## src/rtl/lsu_pkg.sv

```systemverilog
// Shared constants for the load/store unit: funct3 encodings, FSM states, error codes.
package lsu_pkg;
  localparam logic [2:0] F3_LB  = 3'b000;
  localparam logic [2:0] F3_LH  = 3'b001;
  localparam logic [2:0] F3_LW  = 3'b010;
  localparam logic [2:0] F3_LBU = 3'b100;
  localparam logic [2:0] F3_LHU = 3'b101;
  localparam logic [2:0] F3_SB  = 3'b000;
  localparam logic [2:0] F3_SH  = 3'b001;
  localparam logic [2:0] F3_SW  = 3'b010;

  typedef enum logic [1:0] {S_IDLE, S_REQ, S_RESP} state_t;

  localparam logic [1:0] ERR_OK       = 2'b00;
  localparam logic [1:0] ERR_MISALIGN = 2'b01;
  localparam logic [1:0] ERR_TIMEOUT  = 2'b10;
endpackage

```

## src/rtl/lsu_if.sv

```systemverilog
// Word-aligned data-memory bus: request held until ack, rdata valid with ack.
interface lsu_if #(parameter int XLEN = 32);
  logic            req;
  logic            we;
  logic [XLEN-1:0] addr;
  logic [XLEN-1:0] wdata;
  logic [3:0]      wstrb;
  logic            ack;
  logic [XLEN-1:0] rdata;

  modport master (output req, we, addr, wdata, wstrb, input ack, rdata);
  modport slave  (input req, we, addr, wdata, wstrb, output ack, rdata);
endinterface

```

## src/rtl/lsu_align.sv

```systemverilog
// Byte-lane steering: store strobes/replicated data, misalignment detect, load extract/extend.
module lsu_align
  import lsu_pkg::*;
#(
  parameter int XLEN = 32
) (
  input  logic [2:0]      funct3,
  input  logic [1:0]      addr_lo,
  input  logic [XLEN-1:0] wdata,
  input  logic [XLEN-1:0] rdata,
  output logic [3:0]      wstrb,
  output logic [XLEN-1:0] wdata_lane,
  output logic            misaligned,
  output logic [XLEN-1:0] rdata_ext
);
  logic [7:0]  rbyte;
  logic [15:0] rhalf;

  assign rbyte = rdata[{addr_lo, 3'b000} +: 8];
  assign rhalf = rdata[{addr_lo[1], 4'b0000} +: 16];

  // Store lanes and alignment check; funct3[1:0] carries the access size.
  always_comb begin
    wstrb      = 4'b0000;
    wdata_lane = wdata;
    misaligned = 1'b0;
    case (funct3[1:0])
      2'b00: begin
        wstrb      = 4'b0001 << addr_lo;
        wdata_lane = {4{wdata[7:0]}};
      end
      2'b01: begin
        wstrb      = 4'b0011 << {addr_lo[1], 1'b0};
        wdata_lane = {2{wdata[15:0]}};
        misaligned = addr_lo[0];
      end
      2'b10: begin
        wstrb      = 4'b1111;
        misaligned = (addr_lo != 2'b00);
      end
      default: misaligned = 1'b1;
    endcase
    // 110/111 are not RV32I memory ops; report them like a misaligned access
    if (funct3[2] && funct3[1]) misaligned = 1'b1;
  end

  // Load data extract with sign/zero extension.
  always_comb begin
    rdata_ext = '0;
    case (funct3)
      F3_LB:   rdata_ext = {{(XLEN-8){rbyte[7]}}, rbyte};
      F3_LH:   rdata_ext = {{(XLEN-16){rhalf[15]}}, rhalf};
      F3_LW:   rdata_ext = rdata;
      F3_LBU:  rdata_ext = {{(XLEN-8){1'b0}}, rbyte};
      F3_LHU:  rdata_ext = {{(XLEN-16){1'b0}}, rhalf};
      default: rdata_ext = '0;
    endcase
  end
endmodule

```

## src/rtl/load_store_unit.sv

```systemverilog
// Multi-cycle RV32I load/store unit: accepts one op, runs one bus transaction, returns to writeback.
module load_store_unit
  import lsu_pkg::*;
#(
  parameter int XLEN    = 32,
  parameter int TIMEOUT = 255
) (
  input  logic            clk,
  input  logic            rst,
  input  logic            in_valid,
  output logic            in_ready,
  input  logic            in_load,
  input  logic [2:0]      in_funct3,
  input  logic [XLEN-1:0] in_addr,
  input  logic [XLEN-1:0] in_wdata,
  input  logic [4:0]      in_rd,
  lsu_if.master           mem,
  output logic            wb_valid,
  input  logic            wb_ready,
  output logic            wb_we,
  output logic [4:0]      wb_rd,
  output logic [XLEN-1:0] wb_data,
  output logic [1:0]      wb_err
);
  localparam int CW = (TIMEOUT < 2) ? 1 : $clog2(TIMEOUT + 1);

  state_t          state, state_d;
  logic [CW-1:0]   cnt;
  logic            op_load;
  logic [2:0]      op_f3;
  logic [1:0]      op_lo;
  logic            accept, done_ok, tmo;
  logic [2:0]      a_f3;
  logic [1:0]      a_lo;
  logic [3:0]      lane_wstrb;
  logic [XLEN-1:0] lane_wdata, rdata_ext;
  logic            misaligned;

  // IDLE decodes the incoming op; afterwards the captured op drives load extraction.
  assign a_f3     = (state == S_IDLE) ? in_funct3 : op_f3;
  assign a_lo     = (state == S_IDLE) ? in_addr[1:0] : op_lo;
  assign in_ready = (state == S_IDLE);

  lsu_align #(.XLEN(XLEN)) u_align (
    .funct3     (a_f3),
    .addr_lo    (a_lo),
    .wdata      (in_wdata),
    .rdata      (mem.rdata),
    .wstrb      (lane_wstrb),
    .wdata_lane (lane_wdata),
    .misaligned (misaligned),
    .rdata_ext  (rdata_ext)
  );

  // State register.
  always_ff @(posedge clk or negedge rst) begin
    if (!rst) state <= S_IDLE;
    else      state <= state_d;
  end

  // Next state and per-cycle events; cnt counts elapsed unacked REQ cycles,
  // so the TIMEOUT-th REQ cycle is the last one and an ack there still wins.
  always_comb begin
    state_d = state;
    accept  = 1'b0;
    done_ok = 1'b0;
    tmo     = 1'b0;
    case (state)
      S_IDLE: if (in_valid) begin
        accept  = 1'b1;
        state_d = misaligned ? S_RESP : S_REQ;
      end
      S_REQ: begin
        if (mem.ack) begin
          done_ok = 1'b1;
          state_d = S_RESP;
        end else if (cnt == CW'(TIMEOUT - 1)) begin
          tmo     = 1'b1;
          state_d = S_RESP;
        end
      end
      S_RESP:  if (wb_ready) state_d = S_IDLE;
      default: state_d = S_IDLE;
    endcase
  end

  // Registered bus and writeback outputs plus captured op fields.
  always_ff @(posedge clk or negedge rst) begin
    if (!rst) begin
      cnt       <= '0;
      op_load   <= 1'b0;
      op_f3     <= '0;
      op_lo     <= '0;
      mem.req   <= 1'b0;
      mem.we    <= 1'b0;
      mem.addr  <= '0;
      mem.wdata <= '0;
      mem.wstrb <= 4'b0000;
      wb_valid  <= 1'b0;
      wb_we     <= 1'b0;
      wb_rd     <= '0;
      wb_data   <= '0;
      wb_err    <= ERR_OK;
    end else begin
      if (accept) begin
        op_load <= in_load;
        op_f3   <= in_funct3;
        op_lo   <= in_addr[1:0];
        wb_rd   <= in_rd;
        wb_data <= '0;
        wb_we   <= 1'b0;
        if (misaligned) begin
          wb_err   <= ERR_MISALIGN;
          wb_valid <= 1'b1;
        end else begin
          wb_err    <= ERR_OK;
          mem.req   <= 1'b1;
          mem.we    <= !in_load;
          mem.addr  <= {in_addr[XLEN-1:2], 2'b00};
          mem.wdata <= in_load ? '0 : lane_wdata;
          mem.wstrb <= in_load ? 4'b0000 : lane_wstrb;
        end
      end
      if (state == S_REQ) begin
        if (done_ok || tmo) begin
          cnt       <= '0;
          mem.req   <= 1'b0;
          mem.we    <= 1'b0;
          mem.wstrb <= 4'b0000;
          wb_valid  <= 1'b1;
        end else begin
          cnt <= cnt + 1'b1;
        end
        if (done_ok) begin
          wb_data <= op_load ? rdata_ext : '0;
          wb_we   <= op_load;
        end
        if (tmo) wb_err <= ERR_TIMEOUT;
      end
      if (state == S_RESP && wb_ready) begin
        wb_valid <= 1'b0;
        wb_we    <= 1'b0;
      end
    end
  end
endmodule
```

## src/flat_wrapper.sv

```systemverilog
// flat-port wrapper written by rule: the top's interface ports become plain ports
module load_store_unit_flat import lsu_pkg::*;
#(
  parameter int XLEN    = 32,
  parameter int TIMEOUT = 255
)
  (clk, rst, in_valid, in_ready, in_load, in_funct3, in_addr, in_wdata, in_rd, wb_valid, wb_ready, wb_we, wb_rd, wb_data, wb_err, mem_req, mem_we, mem_addr, mem_wdata, mem_wstrb, mem_ack, mem_rdata);
  lsu_if #(.XLEN(XLEN)) mem_i ();
  input  logic clk;
  input  logic rst;
  input  logic in_valid;
  output logic in_ready;
  input  logic in_load;
  input  logic [2:0] in_funct3;
  input  logic [XLEN-1:0] in_addr;
  input  logic [XLEN-1:0] in_wdata;
  input  logic [4:0] in_rd;
  output logic wb_valid;
  input  logic wb_ready;
  output logic wb_we;
  output logic [4:0] wb_rd;
  output logic [XLEN-1:0] wb_data;
  output logic [1:0] wb_err;
  output wire logic [$bits(mem_i.req)-1:0] mem_req;
  output wire logic [$bits(mem_i.we)-1:0] mem_we;
  output wire logic [$bits(mem_i.addr)-1:0] mem_addr;
  output wire logic [$bits(mem_i.wdata)-1:0] mem_wdata;
  output wire logic [$bits(mem_i.wstrb)-1:0] mem_wstrb;
  input wire logic [$bits(mem_i.ack)-1:0] mem_ack;
  input wire logic [$bits(mem_i.rdata)-1:0] mem_rdata;
  assign mem_req = mem_i.req;
  assign mem_we = mem_i.we;
  assign mem_addr = mem_i.addr;
  assign mem_wdata = mem_i.wdata;
  assign mem_wstrb = mem_i.wstrb;
  assign mem_i.ack = mem_ack;
  assign mem_i.rdata = mem_rdata;
  load_store_unit #(.XLEN(XLEN), .TIMEOUT(TIMEOUT)) u_core (.clk(clk), .rst(rst), .in_valid(in_valid), .in_ready(in_ready), .in_load(in_load), .in_funct3(in_funct3), .in_addr(in_addr), .in_wdata(in_wdata), .in_rd(in_rd), .mem(mem_i), .wb_valid(wb_valid), .wb_ready(wb_ready), .wb_we(wb_we), .wb_rd(wb_rd), .wb_data(wb_data), .wb_err(wb_err));
endmodule
```

## config.mk

```make
export PLATFORM = sky130hd
export DESIGN_NAME = load_store_unit_flat
export DESIGN_NICKNAME = d
export VERILOG_FILES = /design/src/rtl/lsu_pkg.sv /design/src/rtl/lsu_if.sv /design/src/rtl/lsu_align.sv /design/src/rtl/load_store_unit.sv /design/src/flat_wrapper.sv
export SDC_FILE = /design/constraint.sdc
export NUM_CORES = 1
export LEC_CHECK = 0
export CORE_MARGIN = 2
export CORE_UTILIZATION = 48
export DETAILED_ROUTE_END_ITERATION = 7
export PLACE_DENSITY = 0.92
export SETUP_SLACK_MARGIN = 0.1
export SLEW_MARGIN = 20
export SYNTH_ARGS = -nofsm -noshare
export SYNTH_HDL_FRONTEND = slang
export SYNTH_SLANG_ARGS = --single-unit
```

## constraint.sdc

```tcl
create_clock -name clk -period 6.4 [get_ports clk]
set_input_delay 1.28 -clock clk [delete_from_list [all_inputs] [get_ports clk]]
set_output_delay 1.28 -clock clk [all_outputs]
set_load 0.02 [all_outputs]
```

==> results of run 1 <==
[cell usage after synthesis (all sizes together), types with 3 or more instances]
cell | count | area (µm²)
dfrtp | 125 | 3130
nand2 | 67 | 251
o21ai | 49 | 245
mux2 | 43 | 597
a21oi | 24 | 124
mux2i | 23 | 243
buf | 21 | 155
nor2 | 17 | 63.8
a221o | 16 | 160
clkbuf | 16 | 61.3
inv | 15 | 58.8
a22o | 8 | 70.1
a221oi | 7 | 61.3
a222oi | 7 | 70.1
mux4 | 7 | 158
nand3 | 7 | 35.0
or2 | 5 | 31.3
a22oi | 4 | 30.0
a31oi | 4 | 31.3
nand2b | 4 | 25.0
nor3 | 4 | 25.0
and3 | 3 | 18.8
o31ai | 3 | 27.5
[worst max-delay path by stage]
stage,end,slack [ns],cells past startpoint
after detailed placement,u_core.wb_data[26],2.27,7
after CTS,u_core.wb_data[31],2.63,7
final,u_core.wb_data[26],2.58,7
after floorplan,u_core.wb_data[0],3.26,6
after global placement,u_core.wb_data[23],2.43,7
after global routing,u_core.wb_data[30],2.40,7
[state kept, by name, indices dropped and copies added, names as in the netlist]
name              count
u_core.wb_rd          5
u_core.op_lo          2
u_core.state          2
u_core.wb_data       32
u_core.wb_valid       1
u_core.mem.wdata     32
u_core.mem.we         1
u_core.mem.req        1
u_core.wb_we          1
u_core.op_load        1
u_core.mem.wstrb      4
u_core.wb_err         2
u_core.op_f3          3
u_core.cnt            8
u_core.mem.addr      30
[worst reg2reg max path, cell delays in order (launching register included)]
cell and delay, ns:
dfrtp_1 0.61, or2_1 0.42, inv_4 0.17, mux2_2 0.67, a2bb2oi_1 0.45, nand2b_1 0.71, o21ai_0 0.27
[routing by layer]
metal  up-vias  GRT usage
met5         -          0
li1       2318          -
met1      2628      0.355
met4         0      0.120
met2       391      0.481
met3        70     0.0732
[logic make-up after synthesis]
logic type               Yosys count  share of synthesized area
AO/OA/AOI/OAI                    140                      0.163
flip-flops                       125                      0.525
AND/OR/NAND/NOR                  121                     0.0921
multiplexers                      73                      0.167
buffers and inverters             52                     0.0462
adder cells (fa/ha/maj)            2                    0.00420
other                              1                   0.000629
XOR/XNOR                           1                    0.00147
[area by class of cell]
class,count,share of cell area
Inverter,15,0.00668
Timing Repair Buffer,223,0.252
Tap cell,168,0.0239
Sequential cell,125,0.355
Clock buffer,20,0.0530
Multi-Input combinational cell,339,0.291
Clock inverter,12,0.0180
[through the flow]
stage | hold WS, ns | instance area [µm²] | std cells | power [mW]
floorplan | 0.456 | 5960 | 516 | 2.57
global placement | 0.463 | 8180 | 870 | 3.29
detailed placement | 0.469 | 8180 | 870 | 3.38
CTS | 0.482 | 8810 | 902 | 4.42
global route | 0.490 | 8810 | 902 | 4.64
finish | 0.478 | 8810 | 902 | 4.43
[power by group through the flow]
stage	Combinational (mW)	Clock [mW]	Sequential (mW)
floorplan	1.05	0	1.53
global placement	2.03	0	1.26
detailed placement	2.09	0	1.29
CTS	2.12	1.02	1.28
global route	2.26	1.06	1.32
finish	2.13	1.01	1.29
==> flow_summary.toml, run 1 <==
[floorplan]
io_pins = 222
die-area_um2 = 13300
die_w_um = 115
rows = 40
core-area_um2 = 12100
start_util = 0.494
die_y_um = 115

[detailed_routing]
num_vias = 5407
final_antenna_net_count = 0
avgViaCountPerCell = 5.99
wl_met2_mm = 9.42
dr_wl_met3_mm = 1.80
wl_met1_mm = 7.19
drc = 0
drt-initial-drc-count = 818
routed.top_layer = "met4"
dr.pass1.iters = 6
post_drt_wl_per_cell_um = 21.1
drt_wl_total_mm = 19.0

[setup_path]
crit_type = "in -> reg"
r2r_start = "u_core.state[0]"
cp_data_required_time_ns = 6.69
critical_path.startpoint = "in_addr[1]"
cp_slowest_cell = "nor2_1"
path_max_fanout = 16
crit_top_cell = "mux2i_1"
crit_path_start_kind = "primary input"
r2r-end = "u_core.mem.wdata[21]"
ff2ff_path_depth = 6
path_cells = "clkdlybuf4s50_1, nor3b_1, nor2_1, mux2i_1, mux2i_1, and3_1, a221o_1"
end_kind = "register"
cpPeakStageDelay_ns = 0.78
reg2reg_slack_ns = 2.94
cp.arrival_ns = 4.11
cp.buffers_inverters = 1
cp_top_family = "simple AND/OR/NAND/NOR gates"

[clock_network]
clock-root-buffer = "clkbuf_16"
cts_tree = "yes"
cts.path.max_buffers = 2
clkTransAtPathRegs_ns = 0.06
cts_made_buffers = 17
clock-sinks = 125
postCtsSetupRepairBufs = 0
clock_latency_ns = 0.42
cts_resized = 0
htreeDepth = 4
hold_buffers = 0

[global_route]
grt_pass1_vias = 5376
grt_max_degree = 70
grt_use_total = 0.287
antenna_found_initial = 0
grt_pass1_wl_mm = 29.0
grt.overflow.total = 0

[power_and_ir_drop]
pwr-share-seq = 0.291
p_comb_frac = 0.481
p_sw_frac = 0.382
clkPwrFrac = 0.228
leakagePower_nw = 3.92
p_int_mw = 2.74
vdd_drop_max_mv = 0.289
switchingPower_mw = 1.69
cellPowerDensity_nw_per_um2 = 503

[sta]
hold_violations = 0
setup_slack_ns = 2.58
maxSlewHeadroom = 0.295
skew_ns = 0.00596
setup_viol = 0
fin_crit_ns = 3.82
tightestPinTransition_ns = 1.06
rsz0062_at_grt = "false"
fin_setup_tns_ns = 0
max_freq_mhz = 262
report.final.slew_viol_count = 0
timing.final.crit_share = 0.597

[cells_and_area]
final_core_util = 0.730
syn_to_final_growth_pct = 47.7
fin_nets = 833
fillers = 754
final_common_cell = "clkdlybuf4s50_1"
drive_above_1_share = 0.135
antenna_cells = 0
final_cell_mix = "218 x clkdlybuf4s50_1, 125 x dfrtp_1, 67 x nand2_1"
multiInputGateArea_um2 = 2560
final-seq-area_um2 = 3130

[worst_hold_path]
hold-path-endpoint = "u_core.wb_err[1]"
hold_depth = 1
hp-class = "reg -> reg"
min_from = "u_core.wb_err[1]"

[run_status]
status = "finished clean"

[yosys]
synth_seq_cells = 125
synth_area_um2 = 5960
syn_inst = 515
yosys_warnings = 0
syn_avg_cell_area_um2 = 11.6
synthArstFlopShare = 1.00
seq_area_frac_synth = 0.525
synth_flop_cell = "dfrtp_1"
synth_cell_types = 64
synth_edf_count = 0

[place]
place_ws_ns = 2.27
numPortBuffers = 219
gp_congestion = 0.911
dpl.hpwl_mm = 13.1

[run]
maxCapViolCount = 0
Note: power is estimated with default switching activity, not from simulation.
==> run 2: changes to the inputs <==
--- a/config.mk
+++ b/config.mk
@@ -6,9 +6,9 @@
 export NUM_CORES = 1
 export LEC_CHECK = 0
 export CORE_MARGIN = 2
-export CORE_UTILIZATION = 48
+export CORE_UTILIZATION = 40
 export DETAILED_ROUTE_END_ITERATION = 7
-export PLACE_DENSITY = 0.92
+export PLACE_DENSITY = 0.82
 export SETUP_SLACK_MARGIN = 0.1
 export SLEW_MARGIN = 20
 export SYNTH_ARGS = -nofsm -noshare
==> constraint.sdc (replaced) <==
create_clock -name clk -period 3.28 [get_ports clk]
set_input_delay 0.656 -clock clk [delete_from_list [all_inputs] [get_ports clk]]
set_output_delay 0.656 -clock clk [all_outputs]
set_load 0.02 [all_outputs]
==> run 2 against run 1 <==
Compared with the run above:
- clock power up 100%
- total power up 97%
- sequential share of layout area down 0.64 points
- critical path depth down 4
- largest cell class unchanged
- highest routed layer unchanged
==> flow_summary.toml, run 2 (same netlist as run 1, synthesis figures left out) <==
[run_status]
status = "finished clean"

[global_route]
grt_max_degree = 75
grt_pass1_wl_mm = 29.0
grt_use_total = 0.232
grt_pass1_vias = 5366
antenna_found_initial = 0
grt.overflow.total = 0

[detailed_routing]
dr_wl_met3_mm = 1.51
drc = 0
avgViaCountPerCell = 5.56
final_antenna_net_count = 0
wl_met2_mm = 8.84
drt_wl_total_mm = 18.2
post_drt_wl_per_cell_um = 19.6
wl_met1_mm = 7.34
routed.top_layer = "met4"
num_vias = 5181
dr.pass1.iters = 6
drt-initial-drc-count = 413

[cells_and_area]
reg_top3 = "u_core.mem.wdata: 32 flops, u_core.wb_data: 32 flops, u_core.mem.addr: 30 flops"
fillers = 1163
fin_nets = 847
syn_to_final_growth_pct = 50.5
final_common_cell = "clkdlybuf4s50_1"
final_cell_mix = "218 x clkdlybuf4s50_1, 125 x dfrtp_1, 67 x nand2_1"
antenna_cells = 0
drive_above_1_share = 0.147

[power_and_ir_drop]
clkPwrFrac = 0.234
pwr-share-seq = 0.284
switchingPower_mw = 3.23
p_int_mw = 5.52
p_sw_frac = 0.369
cellPowerDensity_nw_per_um2 = 975
vdd_drop_max_mv = 0.573
p_comb_frac = 0.481
leakagePower_nw = 4.01

[floorplan]
rows = 44
core-area_um2 = 14500
die-area_um2 = 15900
io_pins = 222
start_util = 0.410
die_y_um = 126
die_w_um = 126

[clock_network]
clkTransAtPathRegs_ns = 0.06
hold_buffers = 0
cts.path.max_buffers = 2
cts_made_buffers = 17
clock-sinks = 125
htreeDepth = 4
cts_resized = 0
clock-root-buffer = "clkbuf_16"
clock_latency_ns = 0.42
cts_tree = "yes"
postCtsSetupRepairBufs = 0

[setup_path]
r2r-end = "u_core.wb_data[9]"
r2r_start = "u_core.state[1]"
crit_path_start_kind = "register"
cp_data_required_time_ns = 2.62
ff2ff_path_depth = 7
reg2reg_slack_ns = 0.45
crit_type = "reg -> out"
end_kind = "output port"
cp.arrival_ns = 2.26
path_max_fanout = 14

[sta]
maxSlewHeadroom = 0.534
timing.final.crit_share = 0.888
setup_viol = 0
hold_violations = 0
skew_ns = 0.00861
rsz0062_at_grt = "false"
fin_setup_tns_ns = 0
report.final.slew_viol_count = 0
max_freq_mhz = 343
tightestPinTransition_ns = 0.696
fin_crit_ns = 2.91
holdWs_ns = 0.282

[run]
maxCapViolCount = 0

[worst_hold_path]
hp-class = "in -> async"

[place]
dpl.hpwl_mm = 13.4
numPortBuffers = 219
gp_congestion = 0.870
-- run 2: cell count changes in the layout (fill, tap and decap cells not counted) --
cell and delta:
clkinv_2 +1, bufinv_16 +2, clkbuf_8 -2, inv_6 -3
clkinv_4 +1, clkbuf_1 +2, clkinvlp_4 -2, buf_12 +2
buf_4 +12
-- run 2: power groups by stage --
stage	registers [mW]	clock network, mW	logic (mW)
after detailed placement	2.50	0	4.22
after floorplan	2.98	0	2.04
after global routing	2.56	2.15	4.51
after CTS	2.48	2.08	4.24
final	2.49	2.05	4.21
after global placement	2.48	0	4.13
-- run 2: worst max-delay path, cell delays in order, from the launching register on --
cell	delay (ns)
dfrtp_1	0.53
or2_1	0.43
inv_4	0.24
clkdlybuf4s50_1	0.64
-- run 2: how the worst max path moves through the flow --
| stage | from | end | slack, ns | cells after the start |
|---|---|---|---|---|
| after CTS | u_core.state[1] | in_ready | 0.36 | 3 |
| final | u_core.state[1] | in_ready | 0.37 | 3 |
| after floorplan | in_funct3[0] | u_core.wb_data[0] | 0.76 | 6 |
| after global placement | in_addr[0] | u_core.mem.addr[3] | 0.27 | 7 |
| after detailed placement | in_addr[1] | u_core.wb_data[16] | 0.21 | 7 |
| after global routing | u_core.state[1] | u_core.wb_data[13] | 0.26 | 7 |
-- run 2: final cells by class --
| type | instances | area, µm² | area share |
|---|---|---|---|
| clock buffers | 20 | 447 | 0.0498 |
| multi-input cells | 339 | 2560 | 0.286 |
| well taps | 184 | 230 | 0.0257 |
| repair buffers | 237 | 2350 | 0.262 |
| flip-flops and latches | 125 | 3130 | 0.349 |
| inverters | 15 | 58.8 | 0.00656 |
| clock inverters | 11 | 191 | 0.0213 |
-- run 2: per-layer routing --
layer  track usage  vias to the layer above
met5             0                        -
li1              -                     2330
met4        0.0886                        0
met2         0.373                      256
met3        0.0765                       42
met1         0.291                     2553
-- run 2: stage by stage --
stage	std cells	area (µm²)	total power, mW	utilization	setup WS [ns]
after CTS	931	8970	8.80	0.617	0.364
after global routing	931	8970	9.22	0.617	0.257
after floorplan	516	5960	5.02	-	0.760
after global placement	900	8330	6.60	0.573	0.272
final	931	8970	8.75	0.617	0.367
after detailed placement	900	8330	6.72	0.573	0.209
